**src/rtl/fprint_comparator.sv**
```systemverilog
// fprint_comparator: pairs per-core task check-ins and compares both cores' fingerprint RAM ranges.
// Define COMP_EARLY_EXIT_EN to stop fetching at the first mismatching pair.
module fprint_comparator #(
    parameter int ADDR_W = 9,
    parameter int DATA_W = 32,
    parameter int KEY_W  = 4
) (
    input  logic              clk,
    input  logic              reset_n,
    input  logic              checkin_valid,
    input  logic [KEY_W-1:0]  checkin_task,
    input  logic              checkin_core,
    output logic [KEY_W-1:0]  comp_task,
    input  logic [ADDR_W-1:0] start_pointer_comp,
    input  logic [ADDR_W-1:0] end_pointer_comp,
    output logic [ADDR_W-1:0] ram_address,
    output logic              ram_read,
    input  logic [DATA_W-1:0] ram_rdata_0,
    input  logic [DATA_W-1:0] ram_rdata_1,
    output logic              comp_status_write,
    input  logic              comp_status_ack,
    output logic              comp_collision_detected,
    output logic              checkin_error
);
    localparam int NT = 1 << KEY_W;
    typedef enum logic [2:0] {IDLE, SELECT, PTR_WAIT, FETCH, DRAIN, REPORT} state_t;
    state_t state, state_nx;
    logic [NT-1:0] pend0, pend1, pend0_nx, pend1_nx, ready, clr_mask, set_mask;
    logic [KEY_W-1:0] pick;
    logic [ADDR_W-1:0] addr, end_q;
    logic mismatch, rd_q, miss_now, stop, clr, dup;
    assign ready = pend0 & pend1;
    assign clr = state == SELECT;
    assign miss_now = rd_q && (ram_rdata_0 != ram_rdata_1);
`ifdef COMP_EARLY_EXIT_EN
    assign stop = miss_now;
`else
    assign stop = 1'b0;
`endif
    assign ram_read = (state == FETCH) && !stop;
    assign ram_address = addr;
    assign comp_status_write = state == REPORT;
    assign comp_collision_detected = (state == REPORT) && mismatch;
    always_comb begin
        pick = '0;
        for (int i = NT - 1; i >= 0; i--)
            if (ready[i]) pick = KEY_W'(i);
    end
    // a check-in landing in the SELECT cycle for the selected task is applied after the clear
    always_comb begin
        clr_mask = clr ? ({{(NT-1){1'b0}}, 1'b1} << comp_task) : '0;
        set_mask = checkin_valid ? ({{(NT-1){1'b0}}, 1'b1} << checkin_task) : '0;
        pend0_nx = (pend0 & ~clr_mask) | (checkin_core ? '0 : set_mask);
        pend1_nx = (pend1 & ~clr_mask) | (checkin_core ? set_mask : '0);
        dup = checkin_valid && (checkin_core ? pend1[checkin_task] : pend0[checkin_task])
              && !(clr && checkin_task == comp_task);
    end
    always_comb begin
        state_nx = state;
        case (state)
            IDLE:     state_nx = |ready ? SELECT : IDLE;
            SELECT:   state_nx = PTR_WAIT;
            PTR_WAIT: state_nx = FETCH;
            FETCH:    state_nx = (stop || addr == end_q) ? DRAIN : FETCH;
            DRAIN:    state_nx = REPORT;
            REPORT:   state_nx = comp_status_ack ? IDLE : REPORT;
            default:  state_nx = IDLE;
        endcase
    end
    always_ff @(posedge clk or negedge reset_n) begin
        if (!reset_n) begin
            state         <= IDLE;
            pend0         <= '0;
            pend1         <= '0;
            comp_task     <= '0;
            addr          <= '0;
            end_q         <= '0;
            mismatch      <= 1'b0;
            rd_q          <= 1'b0;
            checkin_error <= 1'b0;
        end else begin
            state         <= state_nx;
            pend0         <= pend0_nx;
            pend1         <= pend1_nx;
            rd_q          <= ram_read;
            checkin_error <= dup;
            mismatch      <= clr ? 1'b0 : (mismatch | miss_now);
            if (state == IDLE && |ready) comp_task <= pick;
            if (state == PTR_WAIT) begin
                addr  <= start_pointer_comp;
                end_q <= end_pointer_comp;
            end else if (ram_read) begin
                addr <= addr + 1'b1;
            end
        end
    end
endmodule

```
**config.mk**
```make
export PLATFORM = sky130hd
export DESIGN_NAME = fprint_comparator
export DESIGN_NICKNAME = d
export VERILOG_FILES = /design/src/rtl/fprint_comparator.sv
export SDC_FILE = /design/constraint.sdc
export NUM_CORES = 1
export LEC_CHECK = 0
export ABC_AREA = 1
export CAP_MARGIN = 20
export CORE_ASPECT_RATIO = 1.2
export CORE_MARGIN = 3
export CORE_UTILIZATION = 30
export CTS_BUF_LIST = sky130_fd_sc_hd__clkbuf_16
export CTS_CLUSTER_DIAMETER = 100
export DETAILED_ROUTE_END_ITERATION = 10
export SLEW_MARGIN = 20
export SYNTH_ARGS = -nofsm -noshare
export SYNTH_HDL_FRONTEND = slang
export SYNTH_SLANG_ARGS = --single-unit
export TNS_END_PERCENT = 10
```
**constraint.sdc**
```tcl
create_clock -name clk -period 2.5 [get_ports clk]
set_input_delay 0.5 -clock clk [delete_from_list [all_inputs] [get_ports clk]]
set_output_delay 0.5 -clock clk [all_outputs]
set_load 0.02 [all_outputs]
```
; Yosys cells after proc, flatten, opt, wreduce, memory -nomap -nowiden
; Index checks and enable logic that the tools add are counted.
[op_classes]
reduce_logical = 10
n_bitwise = 7
eq_ne = 8
magnitude_cmp = 1
n_addsub = 1
muxes = 32
shifts = 2
[ops]
columns = operator, n
row1 = 16-bit 2-to-1 mux, 4
row2 = 4-bit 2-to-1 mux, 16
row3 = 16-bit AND, 3
row4 = 32-bit != test, 1
row5 = 16-bit bitwise OR, 2
row6 = "1-bit by 4-bit left shift with 16-bit output, first input constant", 2
row7 = 9-bit 2-to-1 mux, 2
row8 = 3-bit one-hot mux with 6 select lines, 1
row9 = 16-bit inverter, 1
row10 = 16-bit OR reduction, 1
row11 = "9-bit by 1-bit adder with 9-bit output, second input constant", 1
row12 = 9-bit equality test, 1
row13 = 1-bit binary-select mux with 4-bit select, 2
row14 = "3-bit by 2-bit equality test with 1-bit output, second input constant", 2
row15 = "3-bit equality test, second input constant", 2
row16 = 1-bit logical AND, 6
row17 = 3-bit 2-to-1 mux, 2
row18 = "4-bit by 5-bit less-than comparator with 1-bit output, second input constant", 1
row19 = 1-bit 2-to-1 mux, 5
row20 = 4-bit equality test, 1
row21 = "3-bit by 1-bit equality test with 1-bit output, second input constant", 1
row22 = 3-bit zero test, 1
row23 = 2-bit nonzero test, 1
row24 = 1-bit zero test, 1
row25 = 1-bit bitwise OR, 1
[totals]
output_inout_bits = 17
regBits = 60
input_bits = 91
word_cells = 70

; Depth between registers and ports, before layout
; Gate-level depths: netlist of run 1.
[depth]
ltp_word = 17
depth_mapped = 18
mapped_depth_nobuf = 18

; Worst setup path before layout of run 1
; Ideal clock, no wire load.
[synth_timing]
path_type = register to register
startpoint = register addr[0], in the netlist ram_address[0]
endpoint = register addr[8], in the netlist ram_address[8]
path_buffers = 0
synth_period_minus_slack_ns = 1.564
path_slack_ns = 0.936
required_ns = 2.423
path_stages_with_launch = 8
t_arrival_ns = 1.487
setup_ns = 0.077
cell_sequence = dfrtp_1 > ha_1 > nand3_1 > nor3_2 > nand2_1 > o31ai_1 > o221ai_1 > o21ai_1
[synth_between]
elab_chain_cells = 3
[synth_rtl]
columns = element, line
row1 = start: declaration, 30  ; logic [ADDR_W-1:0] addr, end_q;
row2 = start signal: assignment, 90  ; addr <= start_pointer_comp;
row3 = start signal: assignment, 93  ; addr <= addr + 1'b1;
row4 = 9-bit by 1-bit adder with 9-bit output, 93
row5 = 9-bit 2-to-1 mux, 92  ; end else if (ram_read) begin
row6 = 9-bit 2-to-1 mux, 89  ; if (state == PTR_WAIT) begin
; Every way passes these cells. The select of a mux whose other input is x is not followed.
; A chain may end at the register's enable or synchronous reset.

; Worst setup path in the final report of run 1
[layout_timing]
startpoint = register state[2]
endpoint = output port comp_collision_detected
[layout_between]
elab_chain_cells = 2
[layout_rtl]
columns = element, line
row1 = start: declaration, 27  ; state_t state, state_nx;
row2 = start signal: assignment, 82  ; state <= state_nx;
row3 = 3-bit equality test, 43  ; assign comp_collision_detected = (state == REPORT) && mismatch;
row4 = 1-bit logical AND, 43
row5 = end: declaration, 22  ; output logic comp_collision_detected,
; Every way passes these cells.

==> results of run 1 <==
[metal layers]
metal	share of wire, %	track usage [%]	up-vias
met5	0	0	-
met4	1.6	5.42	0
met3	5.0	3.39	12
met2	53	32.8	104
met1	40	20.8	1789
li1	-	-	1848
[per-stage QoR]
| stage | instance area, um2 | hold WS [ns] | std cells | total power (uW) |
|---|---|---|---|---|
| floorplan | 3670 | 0.204 | 487 | 3270 |
| global placement | 4920 | 0.486 | 748 | 4160 |
| detailed placement | 4920 | 0.491 | 748 | 4200 |
| CTS | 5260 | 0.157 | 764 | 5630 |
| global route | 5260 | 0.190 | 764 | 6030 |
| finish | 5260 | 0.148 | 764 | 5590 |
[registers in the layout, indices dropped and copies added, names as in the netlist]
signal / count
end_q: 9
ram_address: 9
rd_q: 1
comp_task: 4
pend1: 16
pend0: 16
checkin_error: 1
mismatch: 1
state: 3
[cell usage in the layout (no fill, tap or decap), drive strengths merged, types with 3 or more instances in the layout]
master,synthesis,layout
nand4,6,6
buf,4,7
nor3,9,9
clkbuf,5,9
dfrtp,60,60
bufinv,0,3
inv,57,58
o22ai,26,26
o221ai,3,3
xnor2,6,6
o21ai,46,46
clkdlybuf4s50,0,106
nor2,41,41
a21oi,9,9
or2,9,9
xor2,27,27
nor4,5,5
nand2,137,137
o211ai,4,4
clkinv,0,3
nand3,18,18
[report_power, final]
| group | total (uW) | switching [uW] | internal (uW) |
|---|---|---|---|
| Clock | 1400 | 438 | 960 |
| Sequential | 1860 | 447 | 1410 |
| Combinational | 2340 | 1380 | 962 |
| Total | 5590 | 2260 | 3330 |
[Yosys cell counts (3+ instances only)]
cell type    n  area, um2
a21oi_1      9       45.0
clkbuf_1     4       15.0
dfrtp_1     60       1500
inv_1       45        169
inv_2       12       45.0
nand2_1    132        495
nand2_2      4       25.0
nand3_1     18       90.1
nand4_1      6       37.5
nor2_1      39        146
nor3_1       6       30.0
nor4_1       3       18.8
o211ai_1     4       30.0
o21ai_0     27        135
o21ai_1     19       95.1
o221ai_1     3       26.3
o22ai_1     26        163
or2_2        7       43.8
xnor2_1      6       52.6
xor2_1      27        236
[layout make-up]
type	instances	area, um2
inverters	57	214
flip-flops and latches	60	1500
multi-input cells	361	1900
clock inverters	7	106
fillers	1163	6530
well taps	157	196
clock buffers	9	225
repair buffers	113	1110
[worst reg2reg max path: cells and delay by family (launching register included)]
family          cells  cell delay, ns
simple gates        3            0.45
compound gates      3            0.45
fa+ha+maj           1            0.23
flops               1            0.46
[worst min-delay path by stage]
stage                                to  slack (ns)  cells past startpoint
final                          end_q[3]        0.15                      1
after global routing           end_q[3]        0.19                      1
after CTS                      end_q[3]        0.16                      1
after detailed placement       end_q[5]        0.49                      2
after global placement         end_q[5]        0.49                      2
after floorplan           checkin_error        0.20                      0
[logic make-up (layout without fill, tap and decap cells)]
family                   count (synthesis)  after routing  synth area share (%)
AND/OR/NAND/NOR                        225            225                  27.1
AO/OA/AOI/OAI                          102            102                  16.5
flip-flops                              60             60                  40.9
XOR/XNOR                                33             33                  7.88
adder cells (fa/ha/maj)                  1              1                 0.341
buffers and inverters                   66            186                  7.26
==> flow_metrics.tcl, run 1 <==
set metrics [dict create \
    fmax_mhz 433 \
    finish.utilization_pct 44.6 \
    status "finished, final reports clean" \
    timing.rr.end "ram_address[8]" \
    ir_drop_mv 0.482 \
    vias 3753 \
    ys.flop_type "dfrtp_1" \
    path_cells "inv_1, nor2_1, nand2_1, nor2_1, clkdlybuf4s50_1" \
    cp_max_fo 4 \
    chipWidth_um 107 \
    syn_inst 487 \
    path_clk_slew_ns 0.05 \
    worst_path_most_repeated_cell "nor2_1" \
    antenna_found_initial 0 \
    hold_buffers 0 \
    routed_wl_um 11600 \
    hpwl_um 9080 \
    worst_slew_pin_slew_ns 0.658 \
    cp-startpoint "state[2]" \
    rsz0062_at_grt "false" \
    fp.dieH_um 127 \
    hold_class "input port to asynchronous set/reset pin" \
    reg2reg_from "ram_address[0]" \
    start_util_pct 31.1 \
    nets 694 \
    worst-setup-path-type "register to output pin" \
    post_cts_buffers 0 \
    synthesis.area_mm2 0.00367 \
    drt_iter0_markers 192 \
    path_depth 5 \
    end_kind "output pin" \
    drive_above_1_share_pct 8.40 \
    grt_pass1_wl_um 19100 \
    reg2reg_depth 7 \
    fin_skew_ns 0.00579 \
    synth_nets 579 \
    ys_seq_area_share_pct 40.9 \
    insertion_delay_ns 0.33 \
    grt_pass1_vias 3769 \
    track_usage_pct 17.8 \
    crit_end "comp_collision_detected" \
    numCtsBuffers 9 \
    dp_slack_ns 0.355 \
    viasPerCell 4.91 \
    postSynth.asyncResetShare_pct 100 \
    first_pass_iters 5 \
    path_delay_family "buffers and inverters" \
    synth-seq-cells 60 \
    power.leakage_uw 0.00234 \
    rows 43 \
    port-buffer-count 107 \
    r2r_slack_ns 0.83 \
    startpoint_type "register" \
    area_delta_synth_final_pct 43.2 \
    slew_headroom_pct 56.1 \
    period_minus_slack_ns 2.31 \
    dieArea_mm2 0.0136 \
    min_period_over_period_pct 92.4 \
    final_hold_viol_count 0 \
    critical-path-max-stage-delay_ns 0.62 \
    core_mm2 0.0118 \
    yosysWarnings 0 \
    drtAntennaViolNets 0 \
    syn_area_per_cell_um2 7.54 \
    ys_types 40 \
    maxSlewViolCount 0 \
    setup_ws_ns 0.191 \
    maxCapViolCount 0 \
    wl_per_cell_um 15.2 \
    synth_enable_flop_cells 0 \
    critPathBufInv 2 \
    crit_arrival_ns 1.81 \
    cpMaxStageDelayCell "clkdlybuf4s50_1" \
    setup_viol 0 \
    cp_data_required_time_ns 2.00 \
    antennaDiodeCount 0 \
    cts_tree "yes" \
    routabilityCongestion 0.908 \
    drc_errors 0 \
    grt-ovfl-total 0 \
    grt_max_degree 25 \
    tns_ns 0 \
    htreeDepth 3 \
    cts_sinks 60 \
    p_per_area_mw_per_mm2 1060 \
    root_buffer "clkbuf_16" \
    clock_path_buffers 2 \
    num_io_pins 108 \
    cts_resized 0 \
]
Note: power is estimated with default switching activity, not from simulation.
==> run 2: changes to the inputs <==
Settings changed: CTS_CLUSTER_SIZE from default to 16, DONT_BUFFER_PORTS from default to 1.
==> flow_metrics.tcl, run 2 (synthesis results as in run 1) <==
set metrics [dict create \
    tns_ns 0 \
    track_usage_pct 15.2 \
    hpwl_um 7890 \
    area_delta_synth_final_pct 12.0 \
    port-buffer-count 0 \
    cts_tree "yes" \
    finish.utilization_pct 34.9 \
    timing.rr.end "ram_address[8]" \
    wl_per_cell_um 15.5 \
    cp_data_required_time_ns 2.00 \
    dieArea_mm2 0.0136 \
    root_buffer "clkbuf_16" \
    cp_max_fo 4 \
    hold_class "input port to asynchronous set/reset pin" \
    vias 3350 \
    drc_errors 0 \
    routed_wl_um 10200 \
    slew_headroom_pct 57.9 \
    end_kind "output pin" \
    final_hold_viol_count 0 \
    viasPerCell 5.13 \
    insertion_delay_ns 0.33 \
    worst-setup-path-type "register to output pin" \
    crit_arrival_ns 1.41 \
    core_mm2 0.0118 \
    reg.largest.list "pend0 (16), pend1 (16)" \
    fin_skew_ns 0.00617 \
    power.leakage_uw 0.00188 \
    ir_drop_mv 0.312 \
    min_period_over_period_pct 76.6 \
    clock_path_buffers 2 \
    grt_pass1_wl_um 16400 \
    reg2reg_depth 7 \
    path_clk_slew_ns 0.05 \
    drt_iter0_markers 141 \
    fillCellCount 1224 \
    antennaDiodeCount 0 \
    status "finished, final reports clean" \
    fmax_mhz 522 \
    maxSlewViolCount 0 \
    rsz0062_at_grt "false" \
    num_io_pins 108 \
    reg2reg_from "ram_address[0]" \
    maxCapViolCount 0 \
    drtAntennaViolNets 0 \
    nets 583 \
    numCtsBuffers 9 \
    grt-ovfl-total 0 \
    setup_viol 0 \
    first_pass_iters 7 \
    p_per_area_mw_per_mm2 1180 \
    final_cell_mix "nand2_1, dfrtp_1, inv_1, nor2_1" \
    grt_max_degree 61 \
    startpoint_type "register" \
    grt_pass1_vias 3336 \
    chipWidth_um 107 \
    period_minus_slack_ns 1.91 \
    antenna_found_initial 0 \
    htreeDepth 3 \
    r2r_slack_ns 0.71 \
    worst_slew_pin_slew_ns 0.631 \
    fp.dieH_um 127 \
    routabilityCongestion 0.895 \
    start_util_pct 31.1 \
    cts_sinks 60 \
    drive_above_1_share_pct 9.48 \
    mostFrequentLayoutCell "nand2_1" \
    rows 43 \
]
==> run 2: changes by cell type in the layout (fill, tap and decap cells not counted) <==
cell	change
buf_2	-1
clkinvlp_4	+1
clkinv_2	+3
bufinv_16	-3
clkinv_1	-1
buf_16	+1
buf_4	-5
clkdlybuf4s50_1	-106
==> run 2: metal layers <==
layer  global-route usage (%)  vias to the layer above  routed length, um
met1                     17.5                     1598               4170
met2                     26.4                      102               5180
li1                         -                     1629                  -
met5                        0                        -                  0
met4                     7.00                        0                269
met3                     3.94                       21                538
==> run 2: what timing repair did <==
item / in CTS / in global routing
buffers inserted: 0 / 0
setup endpoints to repair: 0 / 0
hold buffers: 1 / 0
gates resized for setup: 0 / 0
hold endpoints to repair: 60 / 0
==> run 2: worst max-delay path by stage <==
stage | startpoint | end | slack [ns] | cells past startpoint
floorplan | ram_address[0] | ram_address[8] | 0.94 | 7
global placement | ram_address[0] | ram_address[8] | 0.80 | 7
detailed placement | ram_address[0] | ram_address[8] | 0.77 | 7
CTS | state[2] | comp_collision_detected | 0.54 | 4
global route | state[2] | comp_collision_detected | 0.48 | 4
finish | state[2] | comp_collision_detected | 0.59 | 4
==> run 2: final cells by class <==
type / count / area [um2] / area share [%]
Multi-Input combinational cell: 361 / 1900 / 46.3
Sequential cell: 60 / 1500 / 36.5
Clock buffer: 9 / 225 / 5.48
Inverter: 57 / 214 / 5.21
Tap cell: 157 / 196 / 4.78
Clock inverter: 7 / 35.0 / 0.853
Timing Repair Buffer: 2 / 35.0 / 0.853
==> run 2: stage by stage <==
stage	std cells	total power (uW)	hold slack, ns	setup slack [ns]	cell area [um2]
floorplan	487	3270	0.204	0.936	3670
global placement	636	3720	0.206	0.796	3820
detailed placement	636	3760	0.206	0.766	3820
CTS	653	4880	0.0382	0.537	4110
global route	653	5260	0.0480	0.479	4110
finish	653	4850	0.0239	0.586	4110
==> run 2: critical path, cell delays in order, from the launching register on <==
cell,delay [ns]
dfrtp_1,0.46
inv_1,0.06
nor2_1,0.12
nand2_1,0.10
nor2_1,0.34
==> run 2: power by group <==
group          total [uW]  switching [uW]  internal, uW
combinational        1790            1130           657
sequential           1990             581          1410
clock                1070             419           653
==> run 3: changes to the inputs <==
Clock period 2.5 ns to 1.7 ns, I/O delays scaled along.
==> flow_metrics.tcl, run 3 (synthesis results as in run 1) <==
set metrics [dict create \
    status "complete, but fails checks" \
    violations "hold timing" \
    tns_ns 0 \
    routed_wl_um 10500 \
    r2r_slack_ns 0.09 \
    reg2reg_from "ram_address[1]" \
    clock_path_buffers 2 \
    p_per_area_mw_per_mm2 1810 \
    antennaDiodeCount 0 \
    numCtsBuffers 9 \
    drt_iter0_markers 191 \
    dieArea_mm2 0.0136 \
    grt-busiest-layer "met2" \
    insertion_delay_ns 0.33 \
    timing.rr.end "state[0]" \
    grt_pass1_vias 3364 \
    chipWidth_um 107 \
    worst_slew_pin_slew_ns 0.562 \
    reg.largest.list "pend0 (16), pend1 (16)" \
    startpoint_type "register" \
    path_clk_slew_ns 0.05 \
    start_util_pct 31.1 \
    min_period_over_period_pct 95.1 \
    grt_max_degree 61 \
    switching_share_pct 41.7 \
    routabilityCongestion 0.908 \
    nets 595 \
    rsz0062_at_grt "true" \
    final_cell_mix "nand2_1, dfrtp_1, inv_1, nor2_1" \
    cts_sinks 60 \
    vias 3385 \
    combPwrFrac_pct 40.9 \
    hold_class "input port to asynchronous set/reset pin" \
    use_met1_pct 18.7 \
    ir_drop_mv 0.457 \
    maxCapViolCount 0 \
    cp_max_fo 4 \
    seq_power_share_pct 34.5 \
    fin_skew_ns 0.0105 \
    setup_viol 0 \
    met3_usage_pct 3.13 \
    holdWs_ns -0.291 \
    slew_headroom_pct 62.4 \
    p_clk_share_pct 24.6 \
    track_usage_pct 15.6 \
    final_hold_viol_count 60 \
    internal-power_uw 4470 \
    area_delta_synth_final_pct 15.5 \
    worst-setup-path-type "register to output pin" \
    period_minus_slack_ns 1.62 \
    reg2reg_depth 8 \
    fmax_mhz 619 \
    root_buffer "clkbuf_16" \
    htreeDepth 3 \
    drc_errors 0 \
    fp.dieH_um 127 \
    switchingPower_uw 3190 \
    wl_per_cell_um 15.7 \
    grt-ovfl-total 0 \
    fin_area_mm2 0.00424 \
    power.leakage_uw 0.00195 \
    num_io_pins 108 \
    cts_tree "yes" \
    grt_pass1_wl_um 16700 \
    viasPerCell 5.09 \
    place_area_mm2 0.00392 \
    hpwl_um 8110 \
    first_pass_iters 5 \
    drive_above_1_share_pct 12.2 \
    rows 43 \
    crit_arrival_ns 1.28 \
    drtAntennaViolNets 0 \
    port-buffer-count 0 \
    grt_util_met2_pct 26.6 \
    core_mm2 0.0118 \
    maxSlewViolCount 0 \
    cp_data_required_time_ns 1.36 \
    end_kind "output pin" \
    mostFrequentLayoutCell "nand2_1" \
    antenna_found_initial 0 \
    post_cts_buffers 0 \
]
run 3: cell types whose count changed in the layout (fill, tap and decap cells not counted):
| cell | change |
|---|---|
| nand2_2 | +3 |
| clkinv_1 | +2 |
| o21ai_1 | -1 |
| o21ai_2 | +1 |
| bufinv_16 | +2 |
| nand2_1 | -3 |
| dfrtp_1 | -1 |
| dfrtp_2 | +1 |
| buf_4 | +13 |
| buf_16 | -1 |
| clkinv_2 | -4 |
run 3: worst max path at each step:
| stage | cells after the start | endpoint | startpoint | slack [ns] |
|---|---|---|---|---|
| after floorplan | 7 | ram_address[8] | ram_address[0] | 0.14 |
| after global placement | 8 | state[0] | ram_address[1] | -0.02 |
| after detailed placement | 8 | state[0] | ram_address[1] | -0.03 |
| after CTS | 5 | comp_collision_detected | state[2] | 0.006 |
| after global routing | 7 | ram_address[8] | ram_address[0] | -0.04 |
| final | 4 | comp_collision_detected | state[1] | 0.08 |
run 3: layout make-up:
cell class	count	area (um2)
fillers	1239	7540
multi-input cells	361	1910
flip-flops and latches	60	1500
clock buffers	9	225
inverters	57	214
well taps	157	196
repair buffers	14	105
clock inverters	7	82.6
run 3: through the flow:
step | util [%] | total power, uW | hold WS [ns] | std cells | setup WS [ns]
after floorplan | - | 4810 | 0.0444 | 487 | 0.136
after global placement | 33.3 | 5670 | 0.0460 | 649 | -0.0160
after detailed placement | 33.3 | 5750 | 0.0461 | 649 | -0.0258
after CTS | 35.9 | 7680 | -0.306 | 665 | 0.00610
after global routing | 36.0 | 8240 | -0.304 | 665 | -0.0440
final | 36.0 | 7660 | -0.291 | 665 | 0.0841
run 3: repair_timing:
item	4_1_cts	5_1_grt
resized for setup	1	4
hold endpoints to repair	60	60
endpoints found under the setup margin	1	19
run 3: worst max-delay path, stage by stage, from the launching register on:
cell and delay, ns:
dfrtp_1 0.44, nor2_1 0.17, nand2_1 0.10, nor2_1 0.10
buf_4 0.15
run 3: power by group through the flow:
stage          sequential [uW]  clock (uW)  combinational, uW
2_1_floorplan             2720           0               2090
3_3_place_gp              2640           0               3040
3_5_place_dp              2650           0               3100
4_1_cts                   2640        1920               3120
5_1_grt                   2740        1980               3520
6_report                  2640        1890               3130
run 3: routing by layer:
| layer | share of wire (%) | up-vias |
|---|---|---|
| met5 | 0 | - |
| met4 | 2.1 | 0 |
| met3 | 5.3 | 18 |
| met2 | 52 | 98 |
| met1 | 41 | 1606 |
| li1 | - | 1663 |
